--- src/rtl/pc_flow_ctrl.sv ---
// Control-flow sequencer around the PC update unit: stalls fetch while a
// branch/call/return is unresolved, then issues a one-cycle PC redirect.
module pc_flow_ctrl #(
   parameter int TIMEOUT = 15,
   parameter int ADDR_W  = 16
) (
   input  logic              clk,
   input  logic              rst,
   input  logic              id_branch,
   input  logic              id_call,
   input  logic              id_ret,
   input  logic              ex_resolve,
   input  logic              ex_pc_src,
   input  logic [ADDR_W-1:0] ex_pc_target,
   input  logic              wb_ret_valid,
   input  logic [ADDR_W-1:0] wb_ret_addr,
   output logic              stall_if,
   output logic              flush_id_ex,
   output logic              flush_if_id,
   output logic              pc_load,
   output logic [ADDR_W-1:0] pc_next,
   output logic              busy,
   output logic              err_timeout,
   output logic [2:0]        state_dbg
);

   localparam int CW = $clog2(TIMEOUT + 1);

   typedef enum logic [2:0] {
      IDLE     = 3'd0,
      WAIT_EX  = 3'd1,
      WAIT_WB  = 3'd2,
      REDIRECT = 3'd3,
      ERR      = 3'd4
   } state_t;

   state_t            state;
   logic [CW-1:0]     wait_cnt;
   logic [ADDR_W-1:0] pc_next_q;
   logic              expired;

   // ex_resolve and wb_ret_valid are single-cycle qualifiers with no
   // backpressure: an event is consumed in the cycle it is seen, or lost.
   assign expired = (wait_cnt == CW'(TIMEOUT - 1));

   always_ff @(posedge clk) begin
      if (rst) begin
         state     <= IDLE;
         wait_cnt  <= '0;
         pc_next_q <= '0;
      end else begin
         case (state)
            IDLE: begin
               wait_cnt <= '0;
               if (id_branch || id_call) begin
                  state <= WAIT_EX;
               end else if (id_ret) begin
                  state <= WAIT_WB;
               end
            end
            WAIT_EX: begin
               // A resolve in the expiry cycle still wins over the watchdog.
               if (ex_resolve) begin
                  if (ex_pc_src) begin
                     state     <= REDIRECT;
                     pc_next_q <= ex_pc_target;
                  end else begin
                     state <= IDLE;
                  end
               end else if (expired) begin
                  state <= ERR;
               end else begin
                  wait_cnt <= wait_cnt + 1'b1;
               end
            end
            WAIT_WB: begin
               if (wb_ret_valid) begin
                  state     <= REDIRECT;
                  pc_next_q <= wb_ret_addr;
               end else if (expired) begin
                  state <= ERR;
               end else begin
                  wait_cnt <= wait_cnt + 1'b1;
               end
            end
            REDIRECT: state <= IDLE;
            ERR:      state <= ERR;
            default:  state <= IDLE;
         endcase
      end
   end

   // The decode cycle itself stalls fetch but lets the control op move to EX.
   assign stall_if    = !rst && ((state != IDLE) || id_branch || id_call || id_ret);
   assign flush_id_ex = (state == WAIT_EX) || (state == WAIT_WB) ||
                        (state == REDIRECT) || (state == ERR);
   assign pc_load     = (state == REDIRECT);
   assign flush_if_id = (state == REDIRECT);
   assign pc_next     = pc_next_q;
   assign busy        = (state != IDLE);
   assign err_timeout = (state == ERR);
   assign state_dbg   = state;

endmodule

--- config.mk ---
export PLATFORM = sky130hd
export DESIGN_NAME = pc_flow_ctrl
export DESIGN_NICKNAME = d
export VERILOG_FILES = /design/src/rtl/pc_flow_ctrl.sv
export SDC_FILE = /design/constraint.sdc
export NUM_CORES = 1
export LEC_CHECK = 0
export CAP_MARGIN = 20
export CORE_MARGIN = 5
export CORE_UTILIZATION = 36
export DETAILED_ROUTE_END_ITERATION = 7
export GPL_TIMING_DRIVEN = 1
export PLACE_DENSITY = 0.7
export SLEW_MARGIN = 20
export SYNTH_ARGS = -nofsm -noshare
export SYNTH_HDL_FRONTEND = slang
export SYNTH_SLANG_ARGS = --single-unit
export TNS_END_PERCENT = 1
--- constraint.sdc ---
create_clock -name clk -period 4.5 [get_ports clk]
set_input_delay 1.125 -clock clk [delete_from_list [all_inputs] [get_ports clk]]
set_output_delay 1.125 -clock clk [all_outputs]
set_load 0.05 [all_outputs]
==> results of run 1 <==
[state kept, by name, summed over array words and instances (netlist names)]
name and count:
wait_cnt 4, state_dbg 3, pc_next 16
[path summary, 6_finish.rpt]
check / startpoint / endpoint / slack, ns / cells past startpoint
worst min-delay path: pc_next[3] / pc_next[3] / 0.51 / 2
worst max-delay path: rst / stall_if / 0.94 / 6
worst max register to register: state_dbg[0] / pc_next[4] / 2.44 / 4
worst min register to register: pc_next[3] / pc_next[3] / 0.51 / 2
[logic make-up (layout without fill, tap and decap cells)]
group | after synthesis | after routing | synth area share [%]
adder cells (fa/ha/maj) | 2 | 2 | 1.84
multiplexers | 16 | 16 | 11.8
AND/OR/NAND/NOR | 40 | 40 | 15.0
AO/OA/AOI/OAI | 38 | 38 | 26.4
XOR/XNOR | 2 | 2 | 1.29
buffers and inverters | 16 | 75 | 9.76
flip-flops | 23 | 23 | 33.9
[worst register-to-register path: stages (launching register included)]
cell	delay, ns
dfxtp_1	0.62
nand4b_1	0.23
a21oi_4	0.79
nor2_1	0.10
a211oi_1	0.24
[Yosys cell counts]
cell type / n / area share [%]
nor3_1: 5 / 1.8
o21ai_0: 4 / 1.5
or4_1: 2 / 1.1
dfxtp_1: 23 / 34
nand3b_1: 1 / 0.55
o22ai_1: 1 / 0.46
clkbuf_8: 1 / 1.0
ha_1: 2 / 1.8
a211oi_1: 2 / 1.1
a31oi_1: 3 / 1.4
clkbuf_1: 1 / 0.28
buf_12: 1 / 1.5
o41ai_4: 1 / 2.0
a21oi_4: 1 / 1.2
nand3_1: 2 / 0.74
a211oi_2: 14 / 13
and2_1: 1 / 0.46
mux2i_1: 16 / 12
dlygate4sd1_1: 1 / 0.64
buf_4: 3 / 1.7
nor2_1: 21 / 5.8
inv_1: 5 / 1.4
nand4b_1: 1 / 0.64
nor3b_1: 2 / 1.1
o311ai_0: 1 / 0.64
a2111oi_0: 1 / 0.64
nand2_1: 1 / 0.28
o21a_1: 1 / 0.55
buf_6: 4 / 3.3
a21oi_1: 6 / 2.2
nand3_2: 1 / 0.74
or3_1: 1 / 0.46
or3_4: 1 / 0.83
xnor2_1: 2 / 1.3
a211o_1: 1 / 0.64
o31ai_1: 1 / 0.55
nand4_1: 1 / 0.46
a21oi_2: 1 / 0.64
[metal layers]
| layer | part of all wire [%] | vias to the layer above | GRT usage, % |
|---|---|---|---|
| met1 | 40 | 571 | 15.7 |
| met5 | 0 | - | 0 |
| met3 | 5.5 | 5 | 2.95 |
| met2 | 53 | 34 | 23.8 |
| met4 | 1.9 | 0 | 5.64 |
| li1 | - | 623 | - |
[where the power goes]
group          internal, uW  switching, uW  total (uW)
Clock                  61.8           65.3         127
Combinational           101            135         236
Sequential              220           16.4         237
Total                   383            217         600
[cell type report]
type / instances / area [um^2]
clock buffers: 3 / 41.3
clock inverters: 1 / 5.00
well taps: 48 / 60.1
multi-input cells: 98 / 771
inverters: 5 / 18.8
fillers: 320 / 1650
flip-flops and latches: 23 / 460
repair buffers: 66 / 653
[metrics by stage]
stage | total power, uW | hold WS (ns) | utilization (%) | cells | worst slack (ns)
after floorplan | 400 | 0.489 | - | 137 | 1.42
after global placement | 474 | 0.489 | 53.6 | 240 | 0.967
after detailed placement | 479 | 0.500 | 53.6 | 240 | 0.950
after CTS | 609 | 0.515 | 54.9 | 244 | 0.947
after global routing | 633 | 0.561 | 54.9 | 244 | 0.886
final | 600 | 0.512 | 54.9 | 244 | 0.942
==> PnR_summary.wiki, run 1 <==
{| class="wikitable"
! Metric !! Value
|-
| Nets in the synthesized netlist || 179
|-
| Die area || between 5000 and 6000 um^2
|-
| Area of the core || 3660 um^2
|-
| Crit path capture type || output port
|-
| Post-Syn Area || 1360 um^2
|-
| Proportion of layout cells with a drive suffix above 1 || between 10% and 20%
|-
| Placed Area || a little under 2000 um^2
|-
| Root Driver || clkbuf_8
|-
| Tcrit/Tclk final || 79.1%
|-
| Proportion of synthesized chip area in sequential cells || about 34%
|-
| Resized cells post-CTS || 0
|-
| # DRC || 0
|-
| Count of clock tree sinks || 23
|-
| Number of antenna violations at the first check in global routing || 0
|-
| Worst Hold Class || reg -> reg
|-
| Max-cap check violation count || 0
|-
| Syn. warnings || 0
|-
| Clock tree from TritonCTS || yes
|-
| Summed negative setup slack over all endpoints || 0 ns
|-
| Global-route wire length before repair || ~5600 um
|-
| Number of H-tree branching levels || 1
|-
| CP max-delay cell || clkdlybuf4s50_1
|-
| Final critical path time including I/O delays and setup || 3.56 ns
|-
| Site Rows || 22
|-
| FMAX || around 280 MHz
|-
| Number of storage elements in the synthesis netlist || 23
|-
| WL/cell || approximately 14 um
|-
| Clock-pin transition on the worst setup and hold timing paths || 0.08 ns
|-
| Post-CTS Repair Setup Buffers || 0
|-
| Diode insertion count for antenna repair || 0
|-
| Maximum number of pins on one net before global-route repair || 33
|-
| RSZ-0062 raised after global routing || no
|-
| Number of pins exceeding their max-slew limit in the final report || 0
|-
| Class of the most critical setup path || in -> out
|-
| Worst max-slew margin expressed relative to the limit || 37.8%
|-
| Leakage power || about 0.00067 uW
|-
| Critical Path Fanout Max || 21
|-
| Number of buffers and inverters on the critical path || 5
|-
| Transition time of the tightest slew-check pin || between 0.9 and 1 ns
|-
| Instance count of the mapped netlist || around 140
|-
| Count of endpoints failing hold in the final timing report || 0
|-
| First DRT Iteration DRCs || 77
|-
| Synth cell types || 38
|-
| Top library cells by usage in the layout, fill and taps aside || clkdlybuf4s50_1, dfxtp_1, nor2_1
|-
| Overall fraction of global-route tracks in use || 13.5%
|-
| Total of buffers placed on input and output ports || 64
|-
| Final net count || ~240
|-
| Layout overhead on the synthesized area || 47.9%
|-
| Worst clock skew || around 0.0035 ns
|-
| Wire length after detailed routing || between 3000 and 4000 um
|-
| Number of placed I/O pins || between 60 and 70
|-
| Maximum number of buffers from clock root to sink || 2
|-
| Peak VDD IR || 0.161 mV
|-
| Area of all placed cells without fillers || between 2000 and 2500 um^2
|-
| Via density per instance || slightly above 5
|-
| Signal arrival time at the worst endpoint || 2.43 ns
|-
| Placed wire-length estimate after detailed placement || roughly 2700 um
|-
| Mapped Avg Cell Area || 9.92 um^2
|-
| Die extent in x || 71.4 um
|-
| Final weighted congestion in routability-driven placement || approximately 0.82
|-
| Kind of launch point of the worst setup path || input pin
|-
| Hold-fix buffers, CTS || 0
|-
| Required time at the endpoint of the critical path || 3.38 ns
|-
| Initial standard-cell utilization of the core || 37.1%
|-
| Status || finished, final reports clean
|-
| Overflow left after global routing || 0
|-
| Source-to-sink clock delay at the later pin of the worst-skew pair || around 0.27 ns
|-
| Commonest non-fill, non-tap cell in the layout || clkdlybuf4s50_1
|-
| Total setup violations reported at the end of the flow || 0
|-
| Via count of the routed design || 1233
|-
| Number of global-route vias before repair || about 1200
|-
| CP Cell Sequence || clkdlybuf4s50_1 > buf_4 > inv_1 > o41ai_4 > inv_1 > buf_4
|-
| Count of TritonRoute iterations in the first routing pass || 4
|-
| Number of routed nets with antenna violations || 0
|-
| Total CTS buffers || 3
|-
| Cell Pwr Density || roughly 300 nW/um^2
|-
| CP peak stage delay || between 0.4 and 0.5 ns
|-
| Gate family responsible for the most delay along the worst path || buffers and inverters
|-
| Die outline height || around 71 um
|}
(Power assumes the default switching activity.)
==> inputs of run 2 (changes only) <==
- clock period: 4.5 -> 3.35 ns (I/O delays scaled with it)
==> run 2 against run 1 <==
Against the previous run: register-to-register slack got worse by 0.88 ns; utilization increased by 0.21 points; die area unchanged; final area increased by 0.37%; sequential power increased by 34%; largest power group is now combinational cells; global-route usage decreased by 0.050 points; clock skew about the same; sequential share of layout area decreased by 0.085 points; clock-buffer cell count unchanged; combinational power increased by 35%; power increased by 35%.
==> PnR_summary.wiki, run 2 (synthesis gave the netlist of run 1 again) <==
{| class="wikitable"
! Metric !! Value
|-
| Commonest non-fill, non-tap cell in the layout || clkdlybuf4s50_1
|-
| Placed wire-length estimate after detailed placement || roughly 2600 um
|-
| Resized cells post-CTS || 0
|-
| Maximum number of pins on one net before global-route repair || 33
|-
| Max-cap check violation count || 0
|-
| Final critical path time including I/O delays and setup || 3.02 ns
|-
| # DRC || 0
|-
| Worst reg2reg path startpoint || state_dbg[0]
|-
| Area of the core || between 3000 and 4000 um^2
|-
| RSZ-0062 raised after global routing || no
|-
| Count of clock tree sinks || 23
|-
| Die area || ~5100 um^2
|-
| Source-to-sink clock delay at the later pin of the worst-skew pair || approximately 0.27 ns
|-
| Top library cells by usage in the layout, fill and taps aside || clkdlybuf4s50_1, dfxtp_1, nor2_1
|-
| First DRT Iteration DRCs || a little under 90
|-
| CP peak stage delay || 0.80 ns
|-
| Post-CTS Repair Setup Buffers || 0
|-
| Die outline height || 71.4 um
|-
| Via density per instance || about 4.9
|-
| Worst setup path startpoint || state_dbg[1]
|-
| Total CTS buffers || 3
|-
| Maximum number of buffers from clock root to sink || 2
|-
| Worst clock skew || 0.00331 ns
|-
| Layout overhead on the synthesized area || 48.4%
|-
| Leakage power || roughly 0.00068 uW
|-
| Number of pins exceeding their max-slew limit in the final report || 0
|-
| Kind of launch point of the worst setup path || flip-flop
|-
| Die extent in x || 71.4 um
|-
| Count of endpoints failing hold in the final timing report || 0
|-
| Initial standard-cell utilization of the core || 37.1%
|-
| Site Rows || 22
|-
| Max FFs per register || 16
|-
| CP Cell Sequence || nor2_1 > and2_1 > clkdlybuf4s50_1
|-
| Number of global-route vias before repair || 1177
|-
| Total of buffers placed on input and output ports || 64
|-
| FMAX || about 330 MHz
|-
| Summed negative setup slack over all endpoints || 0 ns
|-
| Status || finished, final reports clean
|-
| Number of H-tree branching levels || 1
|-
| Number of buffers and inverters on the critical path || 1
|-
| Proportion of layout cells with a drive suffix above 1 || 14.2%
|-
| Crit path capture type || output port
|-
| Clock-pin transition on the worst setup and hold timing paths || 0.08 ns
|-
| CP max-delay cell || clkdlybuf4s50_1
|-
| Overall fraction of global-route tracks in use || 13.5%
|-
| Tcrit/Tclk final || about nine tenths
|-
| Class of the most critical setup path || reg -> out
|-
| Required time at the endpoint of the critical path || about 2.5 ns
|-
| Diode insertion count for antenna repair || 0
|-
| Gate family responsible for the most delay along the worst path || buffers and inverters
|-
| Worst Hold Class || reg -> reg
|-
| Post-Place Worst Slack || around 0.47 ns
|-
| Cell Pwr Density || 403 nW/um^2
|-
| Number of placed I/O pins || 65
|-
| Root Driver || clkbuf_8
|-
| Critical Path Fanout Max || 15
|-
| Hold-fix buffers, CTS || 0
|-
| Global-route wire length before repair || between 5000 and 6000 um
|-
| WL/cell || approximately 14 um
|-
| Signal arrival time at the worst endpoint || between 2 and 2.5 ns
|-
| Final worst-path setup slack || around 0.33 ns
|-
| Count of TritonRoute iterations in the first routing pass || 5
|-
| Final weighted congestion in routability-driven placement || around 0.83
|-
| Final net count || 240
|-
| Number of routed nets with antenna violations || 0
|-
| Wire length after detailed routing || ~3400 um
|-
| Overflow left after global routing || 0
|-
| Via count of the routed design || 1212
|-
| Worst min-delay path startpoint || pc_next[4]
|-
| Worst max-slew margin expressed relative to the limit || between 50 and 60%
|-
| Transition time of the tightest slew-check pin || slightly above 0.6 ns
|-
| Number of antenna violations at the first check in global routing || 0
|-
| Total setup violations reported at the end of the flow || 0
|-
| Clock tree from TritonCTS || yes
|-
| Peak VDD IR || roughly 0.18 mV
|}
[run 2: where the power goes]
part           leakage [uW]  internal, uW  switching [uW]
logic              0.000463           136             182
registers          0.000188           296            21.7
clock network     0.0000255          83.2            93.3
total              0.000676           515             297
[run 2: final timing paths]
| kind | end | slack [ns] | cells past startpoint |
|---|---|---|---|
| max | err_timeout | 0.33 | 3 |
| min | pc_next[4] | 0.51 | 2 |
| max reg2reg | pc_next[3] | 1.56 | 5 |
| min reg2reg | pc_next[4] | 0.51 | 2 |
[run 2: per-stage QoR]
stage	hold WS, ns	cell area, um^2	util, %	std cells	total power, uW
2_1_floorplan	0.489	1360	-	137	537
3_3_place_gp	0.488	1970	53.8	241	638
3_5_place_dp	0.502	1970	53.8	241	645
4_1_cts	0.516	2020	55.1	245	826
5_1_grt	0.556	2020	55.1	245	857
6_report	0.510	2020	55.1	245	812
[run 2: metal layers]
metal | track usage [%] | wire length [um] | up-vias
met5 | 0 | 0 | -
met2 | 23.0 | 1850 | 28
met4 | 5.64 | 48 | 0
li1 | - | - | 626
met3 | 2.66 | 180 | 4
met1 | 16.5 | 1370 | 554
[run 2: cell type report]
cell class                 count  area [um^2]
tap                           48         60.1
multi-input combinational     98          771
clock inverter                 1         5.00
inverter                       5         18.8
clock buffer                   3         41.3
sequential                    23          460
fill                         345         1640
timing repair buffer          67          661
[run 2: worst reg2reg max path: cells and delay by family, from the launching register on]
kind | cells | cell delay, ns
and+or+nand+nor | 2 | 0.32
buffers and inverters | 1 | 0.36
DFF | 1 | 0.63
AOI/OAI and AO/OA | 2 | 0.39
==> inputs of run 3 (changes only) <==
- CORE_ASPECT_RATIO: unset -> 1.5
- CORE_UTILIZATION: 36 -> 40
- PLACE_DENSITY: 0.7 -> 0.77
==> run 3 against run 2 <==
Against the previous run: sequential share of layout area barely moved; largest power group unchanged; critical endpoint unchanged; final area barely moved; clock skew fell by 0.00088 ns; largest cell class unchanged; via count rose by 1.3%.
==> PnR_summary.wiki, run 3 (synthesis gave the netlist of run 1 again) <==
{| class="wikitable"
! Metric !! Value
|-
| Area occupied by registers || 460 um^2
|-
| Initial standard-cell utilization of the core || about two fifths
|-
| Final weighted congestion in routability-driven placement || 0.715
|-
| Global-route wire length before repair || 5590 um
|-
| First DRT Iteration DRCs || 21
|-
| Placed cell count || roughly 240
|-
| Final critical path time including I/O delays and setup || approximately 3 ns
|-
| Number of placed I/O pins || 65
|-
| Wire length after detailed routing || about 3400 um
|-
| Max-cap check violation count || 0
|-
| Setup slack, reg-to-reg || 1.67 ns
|-
| FMAX || 335 MHz
|-
| Worst hold slack || roughly 0.51 ns
|-
| Count of clock tree sinks || 23
|-
| Number of antenna violations at the first check in global routing || 0
|-
| Die area || roughly 4700 um^2
|-
| Layout overhead on the synthesized area || 48.3%
|-
| Signal arrival time at the worst endpoint || between 2 and 2.5 ns
|-
| Overflow left after global routing || 0
|-
| Number of global-route vias before repair || 1234
|-
| Tcrit/Tclk final || about nine tenths
|-
| Final worst-path setup slack || roughly 0.36 ns
|-
| Placed Area || 1970 um^2
|-
| Leakage power || 0.000678 uW
|-
| Hold-fix buffers, CTS || 0
|-
| Total of buffers placed on input and output ports || between 60 and 70
|-
| Count of TritonRoute iterations in the first routing pass || 4
|-
| Worst clock skew || approximately 0.0024 ns
|-
| Root Driver || clkbuf_8
|-
| Required time at the endpoint of the critical path || between 2 and 3 ns
|-
| Number of pins exceeding their max-slew limit in the final report || 0
|-
| Cell Pwr Density || a little under 400 nW/um^2
|-
| Multi-input gate area || between 700 and 800 um^2
|-
| Number of routed nets with antenna violations || 0
|-
| Proportion of layout cells with a drive suffix above 1 || between 10% and 20%
|-
| Class of the most critical setup path || reg -> out
|-
| Die extent in x || about 58 um
|-
| Placed wire-length estimate after detailed placement || about 2700 um
|-
| Via count of the routed design || approximately 1200
|-
| Worst Hold Class || reg -> reg
|-
| Site Rows || 26
|-
| Status || finished, final reports clean
|-
| Area of all placed cells without fillers || approximately 2000 um^2
|-
| Source-to-sink clock delay at the later pin of the worst-skew pair || between 0.2 and 0.3 ns
|-
| Kind of launch point of the worst setup path || flip-flop
|-
| RSZ-0062 raised after global routing || no
|-
| Top library cells by usage in the layout, fill and taps aside || clkdlybuf4s50_1, dfxtp_1, nor2_1
|-
| Critical Path Fanout Max || 15
|-
| Area of the core || between 3000 and 4000 um^2
|-
| Count of fill cells added during filler insertion || 280
|-
| Worst max-slew margin expressed relative to the limit || around 59%
|-
| Overall fraction of global-route tracks in use || roughly 15%
|-
| Transition time of the tightest slew-check pin || 0.611 ns
|-
| Clock tree from TritonCTS || yes
|-
| Final net count || 241
|-
| Maximum number of pins on one net before global-route repair || 33
|-
| # DRC || 0
|-
| Count of endpoints failing hold in the final timing report || 0
|-
| Max FFs per register || 16
|-
| Non-filler cells in the finished layout || 240
|-
| Via density per instance || ~5
|-
| Total CTS buffers || 3
|-
| Crit path capture type || output port
|-
| Post-Place Worst Slack || roughly 0.45 ns
|-
| Commonest non-fill, non-tap cell in the layout || clkdlybuf4s50_1
|-
| Maximum number of buffers from clock root to sink || 2
|-
| Total setup violations reported at the end of the flow || 0
|-
| Peak VDD IR || 0.190 mV
|-
| Post-CTS Repair Setup Buffers || 0
|-
| Die outline height || 81.4 um
|-
| Summed negative setup slack over all endpoints || 0 ns
|-
| Number of H-tree branching levels || 1
|-
| Resized cells post-CTS || 0
|-
| Diode insertion count for antenna repair || 0
|-
| WL/cell || ~14 um
|-
| Clock-pin transition on the worst setup and hold timing paths || ~0.07 ns
|}
==> run 3: cell types whose count changed in the layout (fill, tap and decap cells not counted), sizes merged <==
cell	before	now
buf	4	5
clkbuf	3	4
clkinv	1	0
==> run 3: cell type report <==
type,count,share of cell area [%]
clock buffer,4,2.23
inverter,5,0.931
tap,42,2.61
multi-input combinational,98,38.2
sequential,23,22.8
timing repair buffer,68,33.1
==> run 3: worst paths after layout <==
check               start          end  cells past startpoint
max          state_dbg[1]  err_timeout                      3
min            pc_next[3]   pc_next[3]                      2
max reg2reg  state_dbg[1]  pc_next[14]                      5
min reg2reg    pc_next[3]   pc_next[3]                      2
==> run 3: where the power goes <==
group,switching [uW],internal [uW]
sequential,16.0,296
combinational,187,138
clock,78.5,84.5
==> run 3: metrics by stage <==
stage          util [%]  power, uW
2_1_floorplan         -        537
6_report           60.2        800
3_3_place_gp       58.8        638
5_1_grt            60.2        843
3_5_place_dp       58.8        646
4_1_cts            60.2        809
==> run 3: layer usage <==
metal  up-vias  wire length, um  track usage, %
met3         2              309            4.61
met5         -                0               0
met2        45             1600            25.2
met1       553             1470            17.4
met4         0                8            3.71
li1        628                -               -
==> run 3: critical path, cell delays in order (launching register included) <==
cell and delay (ns):
dfxtp_1 0.45, nor2_1 0.43, and2_1 0.22, clkdlybuf4s50_1 0.81
==> RTL edit 1, RTL diff (config.mk and constraints of run 3) <==
Reset style: asynchronous (`rst`), changed in one clocked block.
--- a/src/rtl/pc_flow_ctrl.sv
+++ b/src/rtl/pc_flow_ctrl.sv
@@ -45,3 +45,3 @@
 
-   always_ff @(posedge clk) begin
+   always_ff @(posedge clk or posedge rst) begin
       if (rst) begin
Behaviour: differs if rst is asserted again (counterexample within 4 cycles, from zero or initial values and one cycle with rst high); with rst held inactive, the same outputs for 10 cycles.
==> RTL edit 1 against run 3 <==
  * Sequential share of layout area is 5.7 points higher
  * Synthesized area is 4.7% lower
  * Largest cell class is now buffers
  * Critical endpoint is now flush_id_ex
  * Routed wire length is 0.30% higher
  * Fmax is 2.4% lower
  * Setup slack worse by 72 ps
  * Final area stayed put
  * Sequential cell count stayed put
Power is not compared: it rests on default switching activity, and its combinational part moved more than twofold at a synthesized area within 25%.
==> RTL edit 1: results (changes against run 3) <==
Synth
  • Complex-gate fraction of the synthesized area: 11.30% (-15 points)
  • Syn_nets: 174 (-2.8%)
  • Sequential share of the synthesized area: 44.44% (+11 points)
  • Top cells by count, synth: 25 x nor2_1, 23 x dfrtp_1, 19 x a21oi_1
  • Mux cell area share after synthesis: 15.46% (+3.7 points)
  • Post-Synth Adder-Cell Area: 3.575% (+1.7 points)
  • Area contributors post-synth: dfrtp_1 44%, mux2i_1 13%, a21oi_1 7.3%
  • Synth Area in XOR/XNOR: 0.6763% (-0.61 points)
  • Syn Area/Cell: 9.811 µm² (-1.1%)
  • Post-synthesis cell type count: 35 (-7.9%)

GRT
  • M3 GR Usage: 3.883% (-0.73 points)
  • Grt met2 use: 28.70% (+3.5 points)
  • Global-route met1 utilization: 16.65% (-0.79 points)
  • Number of global-route vias before repair: 1,247 (+1.1%)
  • Pin count of the biggest net entering global routing: 24 (-27%)
  • First-pass GRT wire length: 5.568 mm (-0.38%)
  • Gr usage total: 15.72% (+1.1 points)

Final layout
  • Filler Cells Inserted: 269 (-3.9%)
  • Share of cells above drive strength 1: 9.184% (-5.0 points)
  • Final net count: 239 (-0.83%)

Run status
  • Outcome: finished, final reports clean

Timing
  • Final Skew: 6.331 ps (+3.906 ps)
  • Slew headroom: 42.76% (-16 points)

Worst setup path
  • Crit-path max FO: 14 (-1)
  • Reg2reg path depth: 6 (+1)
  • Worst path max stage delay: 720 ps (-90 ps)
  • Worst R2R Start: wait_cnt[0]
  • Critical Path Sink: flush_id_ex
  • CP Launch Point: state_dbg[1]
  • R2R Setup Slk: 1310 ps (-360 ps)
  • Reg2reg end: wait_cnt[0]

Routing
  • Final wirelength: 3.392 mm (+0.30%)
  • Met1 Wirelength: 1.275 mm (-13%)
  • Wire per inst: 14.37 µm (+2.0%)
  • Via/cell ratio: 5.097 (-0.38%)
  • Initial DRC Count: 23 (+9.5%)
  • Met3 WL post-DR: 261 µm (-16%)
  • Highest metal used: met4

Clock tree
  • Clk_lat worst skew: 260 ps

Placed design
  • Gpl congestion: 0.8068 (+13%)
  • Post-DP HPWL: 2.738 mm (+2.0%)
  • Placed instance count: 232 (-1.7%)

Hold path
  • Hold Crit Start: pc_next[15]
  • Worst Hold Path EP: pc_next[15]
## RTL edit 1: layout make-up
type	instances	area share [%]
Sequential cell	23	28.55
Clock buffer	4	2.235
Tap cell	40	2.483
Timing Repair Buffer	69	33.52
Multi-Input combinational cell	95	32.28
Inverter	5	0.9311
## RTL edit 1: stage by stage
stage	hold WS [ps]	setup slack, ps
CTS	535.8	283.2
detailed placement	517.9	567.6
global route	573.5	155.8
finish	528.4	290.5
global placement	507.4	622.6
floorplan	527.1	317.9
## RTL edit 1: report_power, final
group          switching [W]  internal (W)  total [W]
Combinational       0.000790      0.000479    0.00127
Clock              0.0000826     0.0000848   0.000167
Sequential         0.0000900      0.000401   0.000491
## RTL edit 1: critical path: cells and delay by family, from the launching register on
kind | cells | cell delay, ps
DFF | 1 | 530
and+or+nand+nor | 2 | 710
buffers and inverters | 1 | 720
==> RTL edit 2, RTL diff (flow settings as in run 3) <==
Made on the original files. `ADDR_W`: 16 -> 14.
--- a/src/rtl/pc_flow_ctrl.sv
+++ b/src/rtl/pc_flow_ctrl.sv
@@ -4,3 +4,3 @@
    parameter int TIMEOUT = 15,
-   parameter int ADDR_W  = 16
+   parameter int ADDR_W  = 14
 ) (
Ports: changed (resized ex_pc_target, pc_next and wb_ret_addr); port bits go from 65 to 59. The function was not compared with the original's and may differ.
==> RTL edit 2 against run 3 <==
  * Final area fell by 4.3%
  * Sequential power shrank 3%
  * Sequential cell count decreased by 2
  * Register-to-register slack worse by 170 ps
  * Setup slack better by 81 ps
  * Power increased by 16%
  * Routed wire length grew 9.3%
  * Via count grew 4.4%
  * Synthesized area down 5.2%
  * Combinational power grew 42%
  * Core utilization is 1.5 points higher
  * Sequential share of layout area is 1.0 points lower
  * Synthesized cell count decreased by 2.2%
  * Count of clock-buffer cells in the layout did not move
  * Critical endpoint is now stall_if
==> RTL edit 2: results (changes against run 3) <==
Synth
  • Mux cell area share after synthesis: 10.87% (-0.91 points)
  • Post-synthesis cell type count: 44 (+16%)
  • Sequential share of the synthesized area: 32.62% (-1.3 points)
  • Area contributors post-synth: dfxtp_1 33%, mux2i_1 11%, a221oi_2 10%
  • Syn_nets: 172 (-3.9%)
  • Synth Area in XOR/XNOR: 0% (-1.3 points)
  • Number of synthesized register bits: 21 (-8.7%)
  • Post-Synth Adder-Cell Area: 1.942% (+0.10 points)

Final layout
  • Non-Clock Buffer Count: 64 (-5.9%)
  • Multi-input logic area: 762.0 µm² (-1.1%)
  • Register area: 420.4 µm² (-8.7%)
  • Inverters: 4 (-1)
  • Sequential share of cell area: 21.80% (-1.0 points)
  • Fraction of area in non-clock buffers: 32.97% (-0.18 points)
  • Filler Cells Inserted: 271 (-3.2%)
  • Share of cells above drive strength 1: 12.63% (-1.5 points)

Placed design
  • DP Area: 1883 µm² (-4.4%)
  • Pre-CTS WS: 460.1 ps (+5.594 ps)
  • PortBufs: 58 (-9.4%)
  • Gpl congestion: 0.8092 (+13%)

Run status
  • Outcome: finished, final reports clean

GRT
  • Number of global-route vias before repair: 1,325 (+7.4%)
  • First-pass GRT wire length: 6.382 mm (+14%)
  • Gr usage total: 17.28% (+2.6 points)

Routing
  • Final wirelength: 3.697 mm (+9.3%)
  • Via/cell ratio: 5.574 (+8.9%)
  • Initial DRC Count: 20 (-4.8%)

Timing
  • Worst setup margin: 444.4 ps (+81.44 ps)

Worst setup path
  • Worst R2R Start: state_dbg[0]
  • CP Launch Point: id_call
  • Reg2reg path depth: 4 (-1)
  • Reg2reg end: pc_next[3]

Power
  • Clock Power Share: 17.5% (-2.9 points)
  • Seq. pwr: 0.000302 W (-3%)
  • P_leak: 0.6588 nW (-2.9%)

Hold path
  • Worst Hold Path EP: wait_cnt[3]
  • Hold Crit Start: wait_cnt[3]
## RTL edit 2: cell count changes in the layout (fill, tap and decap cells not counted), sizes merged, moves of 3 or more
cell                  run 3  this run
a211oi                   16         3
a21oi                     8         1
a221oi                    0        14
clkdlybuf4s50            63        57
nand2                     1         8
nor2                     21        18
nor3                      5         0
o21ai                     4         1
## RTL edit 2: per-layer routing
| metal | routed length [µm] | global-route usage (%) | up-vias |
|---|---|---|---|
| met2 | 2004 | 32.44 | 51 |
| met4 | 38 | 4.988 | 0 |
| li1 | - | - | 627 |
| met1 | 1441 | 19.29 | 602 |
| met5 | 0 | 0 | - |
| met3 | 212 | 3.560 | 2 |
## RTL edit 2: through the flow
stage	hold slack (ps)	total power (W)	instances
floorplan	470.5	0.0006280	134
global placement	489.2	0.0007612	226
detailed placement	500.8	0.0007720	226
CTS	514.6	0.0009355	230
global route	564.0	0.0009793	230
finish	525.6	0.0009255	230
